$ cat src/rtl/input_arbiter_pkg.sv
// Local types and helpers for the input arbiter.
package input_arbiter_pkg;
  typedef enum logic {FL_IDLE, FL_WAIT} fl_state_e;

  function automatic int unsigned rr_next(int unsigned p, int unsigned n);
    return (p + 1 >= n) ? 0 : p + 1;
  endfunction
endpackage

$ cat src/rtl/mem_pkg.sv
// Packet-memory geometry shared by writers and the memory itself.
package mem_pkg;
  localparam int unsigned ADDR_W     = 8;
  localparam int unsigned BLOCK_BITS = 32;
endpackage

$ cat src/rtl/switch_pkg.sv
// Switch-wide constants shared by the port datapath stages.
package switch_pkg;
  localparam int unsigned NUM_PORTS = 4;
  typedef logic [$clog2(NUM_PORTS)-1:0] port_idx_t;
endpackage

$ cat src/rtl/rr_arbiter.sv
// Combinational round-robin picker: first requester at or after ptr, with wrap.
module rr_arbiter #(
  parameter int unsigned N = 4,
  localparam int unsigned IdxW = (N > 1) ? $clog2(N) : 1
) (
  input  logic [N-1:0]    req,
  input  logic [IdxW-1:0] ptr,
  output logic [N-1:0]    gnt,
  output logic [IdxW-1:0] idx,
  output logic            valid
);

  int unsigned     c;
  logic [IdxW-1:0] cand;

  always_comb begin
    gnt   = '0;
    idx   = '0;
    valid = 1'b0;
    c     = 0;
    cand  = '0;
    for (int unsigned i = 0; i < N; i++) begin
      c    = (32'(ptr) + i) % N;
      cand = IdxW'(c);
      if (!valid && req[cand]) begin
        valid     = 1'b1;
        idx       = cand;
        gnt[cand] = 1'b1;
      end
    end
  end

endmodule

$ cat src/rtl/input_arbiter.sv
// Round-robin arbitration of port memory writes and free-list allocations.
// Optional INPUT_ARB_PERF_EN adds saturating per-port memory grant counters.
module input_arbiter
  import input_arbiter_pkg::*;
#(
  parameter int unsigned NUM_PORTS  = switch_pkg::NUM_PORTS,
  parameter int unsigned ADDR_W     = mem_pkg::ADDR_W,
  parameter int unsigned BLOCK_BITS = mem_pkg::BLOCK_BITS
) (
  input  logic                                  clk,
  input  logic                                  rst_n,
  input  logic [NUM_PORTS-1:0]                  port_mem_we_i,
  input  logic [NUM_PORTS-1:0][ADDR_W-1:0]      port_mem_addr_i,
  input  logic [NUM_PORTS-1:0][BLOCK_BITS-1:0]  port_mem_wdata_i,
  output logic [NUM_PORTS-1:0]                  port_mem_gnt_o,
  input  logic [NUM_PORTS-1:0]                  port_fl_req_i,
  output logic [NUM_PORTS-1:0]                  port_fl_gnt_o,
  output logic [ADDR_W-1:0]                     port_fl_block_idx_o,
  input  logic                                  mem_ready_i,
  output logic                                  mem_we_o,
  output logic [ADDR_W-1:0]                     mem_addr_o,
  output logic [BLOCK_BITS-1:0]                 mem_wdata_o,
  output logic                                  fl_alloc_req_o,
  input  logic                                  fl_alloc_gnt_i,
  input  logic [ADDR_W-1:0]                     fl_alloc_block_idx_i
`ifdef INPUT_ARB_PERF_EN
  ,
  output logic [NUM_PORTS-1:0][15:0]            port_mem_grant_cnt_o
`endif
);

  localparam int unsigned IdxW = (NUM_PORTS > 1) ? $clog2(NUM_PORTS) : 1;

  logic [IdxW-1:0]      mem_ptr, mem_win;
  logic [NUM_PORTS-1:0] mem_rr_gnt;
  logic                 mem_any, mem_fire;

  logic [IdxW-1:0]      fl_ptr, fl_win, fl_owner;
  logic [NUM_PORTS-1:0] fl_rr_gnt;
  logic                 fl_any, fl_fire;
  fl_state_e            fl_state;

  rr_arbiter #(.N(NUM_PORTS)) u_mem_rr (
    .req   (port_mem_we_i),
    .ptr   (mem_ptr),
    .gnt   (mem_rr_gnt),
    .idx   (mem_win),
    .valid (mem_any)
  );

  rr_arbiter #(.N(NUM_PORTS)) u_fl_rr (
    .req   (port_fl_req_i),
    .ptr   (fl_ptr),
    .gnt   (fl_rr_gnt),
    .idx   (fl_win),
    .valid (fl_any)
  );

  // Grants are suppressed while reset is asserted so nothing leaks in the reset cycle.
  assign mem_fire       = rst_n && mem_ready_i && mem_any;
  assign port_mem_gnt_o = mem_fire ? mem_rr_gnt : '0;

  assign fl_alloc_req_o      = rst_n && (fl_state == FL_WAIT) && port_fl_req_i[fl_owner];
  assign fl_fire             = fl_alloc_req_o && fl_alloc_gnt_i;
  assign port_fl_block_idx_o = fl_alloc_block_idx_i;

  always_comb begin
    port_fl_gnt_o = '0;
    if (fl_fire) port_fl_gnt_o[fl_owner] = 1'b1;
  end

  always_ff @(posedge clk) begin
    if (!rst_n) begin
      mem_we_o    <= 1'b0;
      mem_addr_o  <= '0;
      mem_wdata_o <= '0;
      mem_ptr     <= '0;
    end else if (mem_fire) begin
      mem_we_o    <= 1'b1;
      mem_addr_o  <= port_mem_addr_i[mem_win];
      mem_wdata_o <= port_mem_wdata_i[mem_win];
      mem_ptr     <= IdxW'(rr_next(32'(mem_win), NUM_PORTS));
    end else begin
      mem_we_o <= 1'b0;
    end
  end

  always_ff @(posedge clk) begin
    if (!rst_n) begin
      fl_state <= FL_IDLE;
      fl_owner <= '0;
      fl_ptr   <= '0;
    end else begin
      unique case (fl_state)
        FL_IDLE: begin
          if (fl_any) begin
            fl_owner <= fl_win;
            fl_state <= FL_WAIT;
          end
        end
        FL_WAIT: begin
          if (fl_fire) begin
            fl_ptr   <= IdxW'(rr_next(32'(fl_owner), NUM_PORTS));
            fl_state <= FL_IDLE;
          end else if (!port_fl_req_i[fl_owner]) begin
            // Owner withdrew before the free list answered: abort, pointer unchanged.
            fl_state <= FL_IDLE;
          end
        end
        default: fl_state <= FL_IDLE;
      endcase
    end
  end

`ifdef INPUT_ARB_PERF_EN
  always_ff @(posedge clk) begin
    for (int i = 0; i < NUM_PORTS; i++) begin
      if (!rst_n) begin
        port_mem_grant_cnt_o[i] <= '0;
      end else if (port_mem_gnt_o[i] && port_mem_grant_cnt_o[i] != 16'hFFFF) begin
        port_mem_grant_cnt_o[i] <= port_mem_grant_cnt_o[i] + 16'd1;
      end
    end
  end
`endif

  logic unused_fl_rr_gnt;
  assign unused_fl_rr_gnt = ^fl_rr_gnt;

endmodule

$ cat config.mk
export PLATFORM = sky130hd
export DESIGN_NAME = input_arbiter
export DESIGN_NICKNAME = d
export VERILOG_FILES = /design/src/rtl/input_arbiter_pkg.sv /design/src/rtl/mem_pkg.sv /design/src/rtl/switch_pkg.sv /design/src/rtl/rr_arbiter.sv /design/src/rtl/input_arbiter.sv
export SDC_FILE = /design/constraint.sdc
export NUM_CORES = 1
export LEC_CHECK = 0
export ABC_AREA = 1
export BUFFER_PORTS_ARGS = -buffer_cell sky130_fd_sc_hd__buf_2
export CAP_MARGIN = 30
export CORE_AREA = 5 5 86 128
export CTS_BUF_LIST = sky130_fd_sc_hd__clkbuf_8
export DETAILED_ROUTE_END_ITERATION = 16
export DIE_AREA = 0 0 91 133
export PLACE_DENSITY = 0.75
export SETUP_SLACK_MARGIN = 0.5
export SLEW_MARGIN = 20
export SYNTH_ARGS = -nofsm -noshare
export SYNTH_HDL_FRONTEND = slang
export SYNTH_SLANG_ARGS = --single-unit
$ cat constraint.sdc
create_clock -name clk -period 2.3 [get_ports clk]
set_input_delay 0.46 -clock clk [delete_from_list [all_inputs] [get_ports clk]]
set_output_delay 0.46 -clock clk [all_outputs]
set_load 0.05 [all_outputs]
**Yosys cells after proc, flatten, opt, wreduce, memory -nomap -nowiden**

Index checks and enable logic that the tools add are counted.

- Flip-flop bits (word level): 48
- Output and inout bits: 58
- Word-level logic and storage cells: 121

- Bitwise logic cells: 4
- Add/sub/neg operators: 8
- Mux-type cells: 61
- $lt $le $gt $ge: 17
- Reductions and logical operators: 24

Operator list:

| operator | count |
|---|---|
| $bmux W32 S2 | 1 |
| $mux W32 | 1 |
| $lt A2 B3 Y1 const B | 10 |
| $mux W1 | 26 |
| $mux W4 | 6 |
| $mux W2 | 10 |
| $bmux W1 S2 | 9 |
| $bmux W8 S2 | 1 |
| $logic_and A1 B1 Y1 | 16 |
| $or A4 B4 Y4 | 3 |
| $demux W1 S2 | 5 |
| $ge A2 B1 Y1 const B | 5 |
| $add A2 B2 Y2 const B | 4 |
| $mux W8 | 1 |
| $add A2 B1 Y3 const B | 2 |
| $ge A3 B3 Y1 const B | 2 |
| $logic_not A1 Y1 | 6 |
| $add A2 B1 Y2 const B | 2 |
| $reduce_and A2 Y1 | 2 |
| $pmux W1 S2 | 1 |
| $not A1 Y1 | 1 |

**Longest topological paths before layout**

- Word-level depth: 15
- Mapped depth: 16

**Modules after synthesis**

A second synthesis with hierarchy kept.

- Cell total of the unflattened synthesis: 635
- Area total of the unflattened synthesis: 4026.4 um^2

Modules (own cells, without submodules):

| module | area each (um^2) | cells each | instances |
|---|---|---|---|
| input_arbiter | 3145.5 | 487 | 1 |
| rr_arbiter | 440.4 | 74 | 2 |

**Worst setup path before layout**

No wires, ideal clock.

- Path kind: register to output
- From: register mem_ptr[0]
- To: output port_mem_gnt_o[2]
- Cell stages (with the launch flop): 12
- Path slack: -0.278 ns
- Arrival time: 2.118 ns
- Data required time: 1.840 ns
- Cell sequence: dfxtp_1 inv_2 ha_1 inv_1 nand3_1 nand2_2 nand4_1 nand3_1 inv_1 buf_2 o21ai_0 inv_1

- Longest elaborated chain between the ends: 14
- Elaborated cells on any way between the ends: 50
- Classes of those cells: 3 x add/sub; 8 x order compare; 25 x mux; 3 x bitwise; 11 x reduce/logical

RTL lines:

| what | line | source |
|---|---|---|
| start: declaration | input_arbiter.sv:34 | `logic [IdxW-1:0] mem_ptr, mem_win;` |
| start signal: assignment | input_arbiter.sv:82 | `mem_ptr <= IdxW'(rr_next(32'(mem_win), NUM_PORTS));` |
| branches (longest 13 deep; another with $lt A2 B3 Y1) | -- |  |
| $mux W4 (*) | input_arbiter.sv:61 | `assign port_mem_gnt_o = mem_fire ? mem_rr_gnt : '0;` |
| end: declaration | input_arbiter.sv:15 | `output logic [NUM_PORTS-1:0] port_mem_gnt_o,` |

Every way passes the cells marked *. The select of a mux whose other input is x is not followed.

**Worst setup path in the final report**

- From: register mem_ptr[0]
- To: output port_mem_gnt_o[0]

Same word-level chain as after synthesis.

==> results.yml <==
status:
  status: "complete, but fails checks"
  violations: "setup timing"
timing:
  layout_setup_ws_ns: -0.201
  min_period_ns: 2.50
  fmax_ghz: 0.400
  period_share_pct: 109
  fin_setup_tns_ns: -1.86
  fin_skew_ns: 0.00688
  hold_viol: 0
  slew_violations: 0
  worst_pin_slew_ns: 0.525
  grt_setup_unrepaired: "true"
  slew_headroom_pct: 65.0
  setup_violations: 40
synth:
  syn_avg_cell_area_um2: 6.00
  synth.distinct_cells: 29
  syn_area_mm2: 0.00382
  synth_top_area_share_pct: 33.8
  synth_top_flop_cell: "dfxtp_1"
  syn_inst: 636
  yosys_warnings: 0
  ys_seq_area_share_pct: 25.2
  synth_edf_count: 0
  syn_nets: 828
  ys_seq_elements: 48
  async_flop_share_pct: 0
  synth_top_area_cell: "nand3_1"
  synthTopCellsByArea: "nand3_1, dfxtp_1, nand2_1, ha_1, inv_1"
grt:
  grt_pass1_wl_um: 24700
  grt_util_all_layers_pct: 24.7
  grt_pass1_vias: 5156
  antenna_found_initial: 0
  grt-ovfl-total: 0
  grt_max_degree: 43
setup_path:
  critPathKind: "reg2out"
  path_buf_inv: 5
  crit_arrival_ns: 2.04
  critPathTopFamily: "simple AND/OR/NAND/NOR gates"
  crit_path_cell_trace: "inv_8 > ha_4 > inv_4 > nand3_4 > nand2_4 > inv_4 > nor2_8 > nand2_2 > o21ai_1 > a21oi_1 > o21ai_1 > nand2_2 > clkinvlp_4 > buf_8"
  cp-end-kind: "output pin"
  cp.required_ns: 1.84
  slowest_stage: "dfxtp_4"
  slowest_delay_ns: 0.39
  path_max_fanout: 5
  cp-start-kind: "flip-flop"
cells_and_area:
  fin_nets: 1046
  diodes: 0
  syn2layout_area_growth_pct: 55.4
  drive_gt1_share_pct: 40.1
  fin_util_pct: 60.2
  final_cell_area_mm2: 0.00593
clock_network:
  cts_tree: "yes"
  clkLatencyLatePin_ns: 0.30
  clockBufferDepth: 2
  holdBufCountCts: 0
  htree_levels: 2
  cts_num_sinks: 48
  clk_pin_slew_ns: 0.09
  clock-root-buffer: "clkbuf_8"
  cts_buffers: 5
die:
  die_h_um: 133
  rows: 45
  die-area_mm2: 0.0121
  die_x_um: 91
  start_util_pct: 38.8
  core_mm2: 0.00985
  ioPinCount: 238
drt:
  routed_wl_um: 16600
  initialDrtViolationCount: 271
  via_per_inst: 5.48
  routedWlPerCell_um: 17.1
  first_pass_iters: 4
  via_count: 5312
  drtAntennaViolNets: 0
  drc: 0
place:
  pre_cts_ws_ns: 0.0152
  dpl_cell_area_mm2: 0.00511
  globalplace.congestion: 0.925
  portBuffers: 221
  hpwl_um: 10700
power:
  powerDensity_mw_per_mm2: 2190
  p_leak_uw: 0.00311
  vdd_drop_max_mv: 1.20
hold_path:
  min_path_type: "in2reg"
flow_run:
  cap_viol_max_count: 0
==> layout make-up <==
type	instances	area [um2]
multi-input combinational	491	2670
tap	117	146
inverter	42	204
clock buffer	5	68.8
timing repair buffer	266	1830
sequential	48	978
fill	967	3920
clock inverter	1	30.0
==> final timing paths <==
check	start	endpoint	slack, ns	cells past startpoint
worst max-delay path	mem_ptr[0]	port_mem_gnt_o[0]	-0.20	14
worst min register to register	mem_wdata_o[10]	mem_wdata_o[10]	0.47	2
worst min-delay path	fl_alloc_gnt_i	fl_state	0.46	2
worst max register to register	mem_ptr[1]	mem_wdata_o[18]	-0.07	19
==> per-stage QoR <==
| stage | std cells | hold slack, ns | power [uW] |
|---|---|---|---|
| CTS | 958 | 0.430 | 12000 |
| global route | 970 | 0.451 | 13900 |
| detailed placement | 937 | 0.460 | 9930 |
| global placement | 937 | 0.456 | 9870 |
| finish | 970 | 0.464 | 13000 |
| floorplan | 636 | 0.513 | 8000 |
==> routing by layer <==
layer | vias up | global-route usage (%) | part of all wire, %
met5 | - | 0 | 0
met4 | 0 | 14.4 | 5.5
met3 | 67 | 4.38 | 6.5
met2 | 249 | 43.2 | 50
met1 | 2420 | 27.6 | 38
li1 | 2576 | - | -
==> registers in the layout, indices dropped and copies added (netlist names) <==
register     flops
mem_ptr          2
mem_we_o         1
fl_ptr           2
mem_addr_o       8
fl_owner         2
fl_state         1
mem_wdata_o     32
==> layout by cell type (no fill, tap or decap), drive strengths merged <==
master and count:
a211oi 1, a21boi 1, a21oi 9, a22oi 1
a31oi 1, and2 3, buf 263, bufinv 1
clkbuf 8, clkinv 1, clkinvlp 3, dfxtp 48
ha 12, inv 38, nand2 163, nand3 259
nand3b 1, nand4 2, nor2 14, o21ai 19
o221ai 1, o22ai 2, o31ai 1, xnor2 1
==> Yosys cell counts, types with 3 or more instances <==
library cell  number
ha_1              12
nor2_1            12
dfxtp_1           48
o21ai_0           18
a21oi_1            9
buf_2             25
inv_2              6
inv_1             36
nand2_2            3
nand3_1          258
buf_4             16
and2_1             3
clkbuf_1          14
nand2_1          158
==> worst register-to-register path, stage by stage, from the launching register on <==
cell       delay (ns)
dfxtp_4          0.37
inv_6            0.05
ha_4             0.31
inv_4            0.05
nand3_4          0.07
nand2_4          0.07
inv_4            0.08
nor2_8           0.04
buf_4            0.13
buf_6            0.11
nand2_2          0.11
nand2_4          0.08
nand2_8          0.10
nand2_8          0.10
buf_12           0.15
clkbuf_16        0.16
nand2_1          0.06
nand3_1          0.07
nand3_1          0.09
nand2_1          0.06
==> where the power goes <==
group | switching [uW] | internal, uW
clock | 282 | 313
combinational | 6740 | 4240
sequential | 208 | 1240
==> kinds of logic (layout without fill, tap and decap cells) <==
kind of cell             after synthesis  in the layout  synth area share (%)
flip-flops                            48             48                  25.2
AND/OR/NAND/NOR                      442            442                  53.6
buffers and inverters                 97            314                  11.9
XOR/XNOR                               1              1                 0.229
AO/OA/AOI/OAI                         36             36                  5.18
adder cells (fa/ha/maj)               12             12                  3.93
==> what timing repair did <==
| action | CTS | global route |
|---|---|---|
| cloned | 5 | 3 |
| endpoints found under the setup margin | 51 | 53 |
| gates resized for setup | 53 | 34 |
| buffers inserted | 10 | 9 |
| hold endpoints to repair | 0 | 0 |
| pin swaps | 9 | 8 |
No activity file was read; power rests on OpenSTA's default activity.
